### src/rtl/atendente_fila.sv
// Service controller for the household priority line (TV > PC > Alexa).
// Grants one device at a time for a bounded slot, then a one-cycle guard gap.
module atendente_fila #(
  parameter int SLOT_CYCLES = 4,
  parameter int CNT_WIDTH   = 8
) (
  input  logic                 clk,
  input  logic                 rst,
  input  logic                 TV,
  input  logic                 PC,
  input  logic                 Alexa,
  input  logic                 liberar,
  output logic                 s1,
  output logic                 s2,
  output logic                 s3,
  output logic                 ocupado,
  output logic [2:0]           pendente,
  output logic [CNT_WIDTH-1:0] atendidos
);

  typedef enum logic [1:0] {
    OCIOSO,
    ATENDE,
    INTERVALO
  } estado_t;

  localparam logic [7:0]           SLOT = 8'(SLOT_CYCLES);
  localparam logic [CNT_WIDTH-1:0] UM   = CNT_WIDTH'(1);

  estado_t    estado;
  logic [7:0] timer;
  logic [2:0] req;
  logic [2:0] grant;
  logic [2:0] cand;
  logic [2:0] win;

  assign req   = {TV, PC, Alexa};
  assign grant = {s1, s2, s3};
  assign cand  = pendente | req;

  // Fixed priority: TV wins over PC, PC over Alexa.
  always_comb begin
    win = 3'b000;
    if (cand[2])      win = 3'b100;
    else if (cand[1]) win = 3'b010;
    else if (cand[0]) win = 3'b001;
  end

  always_ff @(posedge clk) begin
    if (rst) begin
      estado       <= OCIOSO;
      timer        <= 8'd0;
      {s1, s2, s3} <= 3'b000;
      ocupado      <= 1'b0;
      pendente     <= 3'b000;
      atendidos    <= '0;
    end else begin
      unique case (estado)
        ATENDE: begin
          // The served device's own request is masked off.
          pendente <= pendente | (req & ~grant);
          if (liberar || timer == SLOT) begin
            estado       <= INTERVALO;
            timer        <= 8'd0;
            {s1, s2, s3} <= 3'b000;
            ocupado      <= 1'b0;
          end else begin
            timer <= timer + 8'd1;
          end
        end
        default: begin
          // Gap end and idle both pick the next winner, so queued
          // requests run grant, gap, grant.
          if (|cand) begin
            estado       <= ATENDE;
            timer        <= 8'd1;
            {s1, s2, s3} <= win;
            ocupado      <= 1'b1;
            pendente     <= cand & ~win;
            atendidos    <= atendidos + UM;
          end else begin
            estado   <= OCIOSO;
            pendente <= cand;
          end
        end
      endcase
    end
  end

endmodule

### config.mk
export PLATFORM = sky130hd
export DESIGN_NAME = atendente_fila
export DESIGN_NICKNAME = d
export VERILOG_FILES = /design/src/rtl/atendente_fila.sv
export SDC_FILE = /design/constraint.sdc
export NUM_CORES = 1
export LEC_CHECK = 0
export BUFFER_PORTS_ARGS = -buffer_cell sky130_fd_sc_hd__buf_2
export CORE_MARGIN = 3
export CORE_UTILIZATION = 57
export CTS_BUF_LIST = sky130_fd_sc_hd__clkbuf_16
export CTS_CLUSTER_SIZE = 40
export DETAILED_ROUTE_END_ITERATION = 12
export HOLD_SLACK_MARGIN = 0.15
export PLACE_DENSITY = 0.82
export SYNTH_ARGS = -nofsm -noshare
export SYNTH_HDL_FRONTEND = slang
export SYNTH_SLANG_ARGS = --single-unit
export TNS_END_PERCENT = 30
### constraint.sdc
create_clock -name clk -period 3.7 [get_ports clk]
set_input_delay 0.74 -clock clk [delete_from_list [all_inputs] [get_ports clk]]
set_output_delay 0.74 -clock clk [all_outputs]
set_load 0.005 [all_outputs]
# Word-level counts from Yosys, hierarchy flattened
# Cells that the tools add are included.
# Widths: inputs -> output; s select.
[op_classes] n_addsub=2 eq_ne=3 mux=20 bitwise=7 reduce_logical=5
[op_table] op="$mux 8" n=3
[op_table] op="$add 8x1->8 const B" n=2
[op_table] op="$mux 1" n=11
[op_table] op="$mux 3" n=3
[op_table] op="$eq 8x3->1 const B" n=1
[op_table] op="$and 3x3->3" n=2
[op_table] op="$mux 2" n=3
[op_table] op="$not 3->3" n=2
[op_table] op="$or 3x3->3" n=2
[op_table] op="$reduce_and 2->1" n=2
[op_table] op="$reduce_or 3->1" n=1
[op_table] op="$eq 2x1->1 const B" n=1
[op_table] op="$ne 2x2->1 const B" n=1
[op_table] op="$reduce_bool 2->1" n=1
[op_table] op="$logic_or 1x1->1" n=1
[op_table] op="$not 1->1" n=1
[word_totals] regBits=25 word_cells=45

# Depth between registers and ports, before layout
# Gate-level depths: netlist (run 1).
[logic_depth] ltp_word=8 depth_mapped=7 ltp_nobuf=6

# Worst setup path before layout (run 1)
# OpenSTA, ideal clock, no wires.
[synth_path] path_kind="input to register" from="input PC" to="register atendidos[1]" setup_ps=128 arrival_time_ps=1823 required_time_ps=3572 setup_slack_ps=1749 cell_stages=5 n_path_buf=1 path_cell_list="or4_4 > o21ai_2 > buf_6 > mux2i_1 > nor2_1"
[synth_via] elab_chain_cells=3
[synth_rtl] item="start, declared" line="10" text="input logic PC,"
[synth_rtl] item="$or 3x3->3" line="39" text="assign cand = pendente | req;"
[synth_rtl] item="$reduce_or 3->1" line="74" text="if (|cand) begin"
[synth_rtl] item="$reduce_and 2->1 (no line)"
[synth_rtl] item="end signal, assigned" line="80" text="atendidos <= atendidos + UM;"
[synth_rtl] item="end, declared" line="18" text="output logic [CNT_WIDTH-1:0] atendidos"
# No other way between the ends.
# A chain may end at the register's enable or synchronous reset.

# Final worst setup path (run 1)
[layout_path] from="register timer[0]" to="register s1"
[layout_via] elab_chain_cells=4
[layout_rtl] item="start, declared" line="31" text="logic [7:0] timer;"
[layout_rtl] item="start signal, assigned" line="68" text="timer <= timer + 8'd1;"
[layout_rtl] item="$eq 8x3->1" line="62" text="if (liberar || timer == SLOT) begin"
[layout_rtl] item="$logic_or 1x1->1" line="62"
[layout_rtl] item="$ne 2x2->1 (no line)"
[layout_rtl] item="$reduce_and 2->1 (no line)"
[layout_rtl] item="end signal, assigned" line="77" text="{s1, s2, s3} <= win;"
[layout_rtl] item="end, declared" line="13" text="output logic s1,"
# No other way between the ends.

==> results of run 1 <==
[power by group through the flow]
stage | Clock (uW) | Combinational (uW) | Sequential, uW
finish | 231 | 76.4 | 298
global route | 247 | 84.7 | 299
CTS | 234 | 76.4 | 297
detailed placement | 0 | 75.3 | 303
global placement | 0 | 72.3 | 302
floorplan | 0 | 55.7 | 302
[cell usage in the layout, fill, tap and decap left out, types with 2 or more instances in the layout]
cell and n:
a21oi_1 12, a31oi_1 6, and3_1 2, buf_2 20, clkbuf_16 3, dfxtp_1 25
ha_1 3, inv_1 5, nand2_1 13, nand3_1 10, nand3b_1 2, nor2_1 7
nor3_1 5, o211ai_1 2, o21ai_0 7, o31ai_1 2, or2_2 2, or3_1 5
or3_2 2, or4_2 2, xor2_1 3
[cells by family after synthesis]
| kind of cell | after synthesis | synth area share |
|---|---|---|
| and+or+nand+nor | 57 | 0.2740 |
| buffers and inverters | 11 | 0.05436 |
| adders and majority gates | 3 | 0.03199 |
| DFF | 25 | 0.4264 |
| muxes | 1 | 0.008529 |
| AOI/OAI and AO/OA | 35 | 0.1823 |
| xor gates and xnor gates | 3 | 0.02239 |
[final timing paths]
kind | from | to | slack [ps] | cells past startpoint
worst max-delay path | timer[0] | s1 | 1490 | 7
worst min-delay path | ocupado | ocupado | 480 | 2
worst max register to register | timer[0] | s1 | 1490 | 7
worst min register to register | ocupado | ocupado | 480 | 2
[metal layers]
layer / wire [um] / part of all wire / up-vias / track usage
li1: - / - / 533 / -
met1: 1063 / 0.43 / 478 / 0.2383
met2: 1125 / 0.46 / 51 / 0.3220
met3: 227 / 0.092 / 5 / 0.03790
met4: 42 / 0.017 / 0 / 0.09170
met5: 0 / 0 / - / 0
[tightest hold or removal path: stages (launching register included)]
cell and delay (ps):
dfxtp_1 310, inv_1 50, a221oi_1 60
[stage by stage]
stage / area [um^2] / setup slack, ps / utilization
final: 1343 / 1488 / 0.7299
after global routing: 1343 / 1344 / 0.7299
after CTS: 1343 / 1519 / 0.7299
after detailed placement: 1264 / 1415 / 0.6871
after global placement: 1264 / 1475 / 0.6871
after floorplan: 1174 / 1749 / -
[state kept, by name, indices dropped and copies added, names as in the netlist]
signal     flops
atendidos      8
timer          8
pendente       3
estado         2
ocupado        1
s1             1
s2             1
s3             1
[cell type report]
type                            instances  area, um^2
Inverter                                4       15.01
Tap cell                               25       31.28
Clock buffer                            3       75.07
Sequential cell                        25       500.5
Multi-Input combinational cell         99       609.3
Clock inverter                          1       3.754
Timing Repair Buffer                   21       107.6
Fill cell                             155       496.7
==> results.py, run 1 <==
metrics = {
    "final_layout": {
        "syn2layout_area_growth_pct": 14.39,
        "layout.nets": 163,
        "fin_cells": 178,
        "drive_gt1_frac": 0.2222,
        "insertedDiodeCount": 0,
    },
    "power_and_ir_drop": {
        "leakage_uw": 0.0005170,
        "clkPwrFrac": 0.382,
        "switching_share": 0.2417,
        "power.total_uw": 605.3,
        "peakVddDrop_mv": 0.2819,
        "power_density_mw_per_mm2": 450.9,
        "internal_power_uw": 459.0,
        "p_switching_uw": 146.3,
        "p_comb_frac": 0.126,
        "power_frac_seq": 0.492,
    },
    "floorplan": {
        "io_pins": 21,
        "die_w_um": 51.38,
        "initial_utilization": 0.6381,
        "dieHeight_um": 51.38,
        "num_rows": 15,
        "dieArea_mm2": 0.002639,
        "coreArea_mm2": 0.001839,
    },
    "sta": {
        "maxSlewHeadroom": 0.4407,
        "max_freq_mhz": 452.1,
        "hold_violations": 0,
        "worst_pin_slew_ps": 833.9,
        "rsz0062_at_grt": "no",
        "clock_skew_ps": 0.9417,
        "fin_setup_tns_ps": 0,
        "timing.hold.ws_ps": 483.5,
        "setup_viol": 0,
        "fin_crit_sh": 0.5977,
        "slew_violations": 0,
        "min_period_ps": 2212,
    },
    "worst_setup_path": {
        "crit_chain": "inv_1 > ha_1 > and4bb_1 > a211oi_1 > buf_4 > o21ai_0 > a21oi_1",
        "critPathRequiredTime_ps": 3880,
        "path_class": "register to register",
        "cp_max_fo": 7,
        "slowest_stage": "a211oi_1",
        "endpoint_kind": "register",
        "critPathBufInv": 2,
        "max_stage_delay_ps": 680,
        "worstPathArrival_ps": 2390,
        "path_delay_family": "compound AO/OA/AOI/OAI gates",
        "cp-start-kind": "register",
    },
    "clock_network": {
        "path_clk_slew_ps": 60,
        "post_cts_buffers": 0,
        "clock_sinks": 25,
        "tritoncts": "built",
        "cts-root-buf": "clkbuf_16",
        "cts_hold_buf": 0,
        "cts_resized": 0,
        "cts_max_path_buffers": 2,
        "clk_latency_ps": 250,
        "cts.htree.levels": 1,
        "cts_made_buffers": 3,
    },
    "status": {
        "outcome": "complete, no violations",
    },
    "yosys": {
        "syn_nets": 144,
        "synth_edf_count": 0,
        "netlist_area_mm2": 0.001174,
        "synth_common_cells": "dfxtp_1, nand2_1, a21oi_1, nand3_1",
        "synthCells": 135,
        "synth_seq_area_share": 0.4264,
        "synthDominantCellAreaShare": 0.4264,
        "ys_ff_latch": 25,
        "synth-main-ff-cell": "dfxtp_1",
        "synth_area_leader_cell": "dfxtp_1",
        "yosysMostFrequentCell": "dfxtp_1",
        "synth_area_leaders": "dfxtp_1, a21oi_1, nand3_1",
        "yosysUniqueCellTypes": 37,
        "async_reset_ff_frac": 0,
        "synth.avg_cell_area_um2": 8.694,
        "ys_warn_count": 0,
    },
    "global_route": {
        "grt_max_degree": 26,
        "antenna_found_initial": 0,
        "globalRoute.totalOverflow": 0,
        "grt_pass1_wl_mm": 3.974,
        "grtUsageTotal": 0.1939,
        "grt_pass1_vias": 949,
    },
    "place": {
        "hpwl_mm": 1.779,
        "dp_cells": 174,
        "io_buffers": 20,
        "globalplace.congestion": 0.7780,
    },
    "run": {
        "maxCapViolCount": 0,
    },
    "route": {
        "vias": 1067,
        "drtAntennaViolNets": 0,
        "drcViolationCount": 0,
        "drt_iter0_drc": 36,
        "wl_mm": 2.458,
        "drt-vias-per-instance": 5.994,
        "routedWlPerCell_um": 13.81,
        "drt_pass1_iterations": 4,
    },
    "worst_hold_path": {
        "hp-class": "register to register",
    },
}
(Power assumes the default switching activity.)
==> run 2, diff against run 1 <==
- CORE_UTILIZATION: 57 -> 53
- PLACE_DENSITY: 0.82 -> 0.77
- clock period: 3.7 -> 2.1 ns (I/O delays scaled with it)
==> run 2 against run 1 <==
Against the previous run:
- register-to-register slack worse by 1300 ps
- flip-flop and latch count is the same
- setup slack lost 1300 ps
- global-route usage is 0.11 points lower
- largest power group unchanged
- hold slack worse by 23 ps
- combinational power increased by 78%
- die area grew 6.6%
- clock power is 81% higher
- critical path depth down 1
- final area up 0.84%
- sequential share of layout area fell by 0.31 points
- clock skew increased by 2.8 ps
==> results.py, run 2 (same netlist as run 1, synthesis figures left out) <==
metrics = {
    "place": {
        "globalplace.congestion": 0.7370,
        "io_buffers": 20,
        "hpwl_mm": 1.690,
        "placed_area_mm2": 0.001274,
        "dp_slack_ps": 156.4,
    },
    "worst_setup_path": {
        "r2r-end": "timer[3]",
        "slowest_stage": "dfxtp_1",
        "cp_max_fo": 7,
        "r2r_cells": 6,
        "path_delay_family": "simple AND/OR/NAND/NOR gates",
        "max_stage_delay_ps": 400,
        "crit_chain": "inv_1 > ha_1 > and4bb_1 > a211o_1 > or3_1 > a31oi_1",
        "endpoint_kind": "register",
        "crit_cells": 6,
        "worstSetupEndpoint": "timer[3]",
        "ff2ff_setup_slack_ps": 230,
        "path_class": "register to register",
        "cp-start-kind": "register",
        "cp-startpoint": "timer[0]",
        "critPathBufInv": 1,
        "critPathRequiredTime_ps": 2280,
        "worstPathArrival_ps": 2050,
        "reg2reg_from": "timer[0]",
    },
    "global_route": {
        "grt_pass1_wl_mm": 4.008,
        "globalRoute.totalOverflow": 0,
        "grt_max_degree": 26,
        "grtUsageTotal": 0.1928,
        "antenna_found_initial": 0,
        "grt_pass1_vias": 930,
    },
    "sta": {
        "clock_skew_ps": 3.692,
        "worst_pin_slew_ps": 547.0,
        "slew_violations": 0,
        "maxSlewHeadroom": 0.6346,
        "fin_crit_sh": 0.8898,
        "setup_viol": 0,
        "hold_violations": 0,
        "rsz0062_at_grt": "no",
        "min_period_ps": 1869,
        "setup_ws_ps": 231.3,
        "max_freq_mhz": 535.1,
        "fin_setup_tns_ps": 0,
        "timing.hold.ws_ps": 460.1,
    },
    "clock_network": {
        "cts_hold_buf": 0,
        "clock_sinks": 25,
        "post_cts_buffers": 0,
        "clk_latency_ps": 260,
        "cts_made_buffers": 3,
        "path_clk_slew_ps": 60,
        "cts_max_path_buffers": 2,
        "cts-root-buf": "clkbuf_16",
        "cts.htree.levels": 1,
        "cts_resized": 0,
        "tritoncts": "built",
    },
    "final_layout": {
        "fillers": 175,
        "drive_gt1_frac": 0.2338,
        "multi_input_comb_area_um2": 609.3,
        "fin_area_mm2": 0.001354,
        "layout_common_cells": "dfxtp_1, buf_2, nand2_1",
        "utilization": 0.6696,
        "syn2layout_area_growth_pct": 15.35,
        "insertedDiodeCount": 0,
        "register_area_um2": 500.5,
        "final_common_cell": "dfxtp_1",
        "layout.nets": 164,
        "top_regs": "atendidos x8, timer x8, pendente x3",
    },
    "worst_hold_path": {
        "hp-class": "input port to register",
    },
    "floorplan": {
        "dieHeight_um": 53.06,
        "num_rows": 16,
        "initial_utilization": 0.5804,
        "dieArea_mm2": 0.002815,
        "coreArea_mm2": 0.002022,
        "die_w_um": 53.06,
        "io_pins": 21,
    },
    "run": {
        "maxCapViolCount": 0,
    },
    "power_and_ir_drop": {
        "peakVddDrop_mv": 0.6702,
        "power_density_mw_per_mm2": 796.5,
        "leakage_uw": 0.0005208,
    },
    "route": {
        "drtAntennaViolNets": 0,
        "drt-vias-per-instance": 5.790,
        "routedWlPerCell_um": 13.50,
        "vias": 1048,
        "drt_pass1_iterations": 5,
        "drcViolationCount": 0,
        "drt_iter0_drc": 11,
        "wl_mm": 2.444,
    },
    "status": {
        "outcome": "complete, no violations",
    },
}
[run 2: cell type report]
class	instances	area share
Timing Repair Buffer	22	0.08503
Tap cell	27	0.02495
Clock buffer	3	0.05545
Multi-Input combinational cell	99	0.4501
Inverter	4	0.01109
Clock inverter	1	0.003697
Sequential cell	25	0.3697
[run 2: worst min path at each step]
stage	slack, ps	start	cells past startpoint	end
floorplan	460	ocupado	2	ocupado
global placement	460	ocupado	2	ocupado
detailed placement	460	ocupado	2	ocupado
CTS	460	TV	3	pendente[2]
global route	480	TV	3	pendente[2]
finish	460	TV	3	pendente[2]
[run 2: metrics by stage]
stage,std cells,power [uW]
after global placement,177,661.4
after detailed placement,177,667.3
after CTS,181,1084
after global routing,181,1125
final,181,1078
after floorplan,135,630.4
[run 2: where the power goes]
group	leakage [uW]	internal (uW)	switching, uW
logic	0.000276	55.5	80.1
clock network	0.0000409	256	163
registers	0.000204	501	22.3
[run 2: routing by layer]
layer	wire length, um	GRT usage	vias to the layer above
met5	0	0	-
met4	18	0.05106	0
met3	77	0.05070	2
met2	1182	0.3492	17
met1	1165	0.2207	493
li1	-	-	536
[run 2: tightest hold or removal path, cell delays in order]
cell and delay (ps):
buf_2 80, a21oi_1 60, nor3_1 110
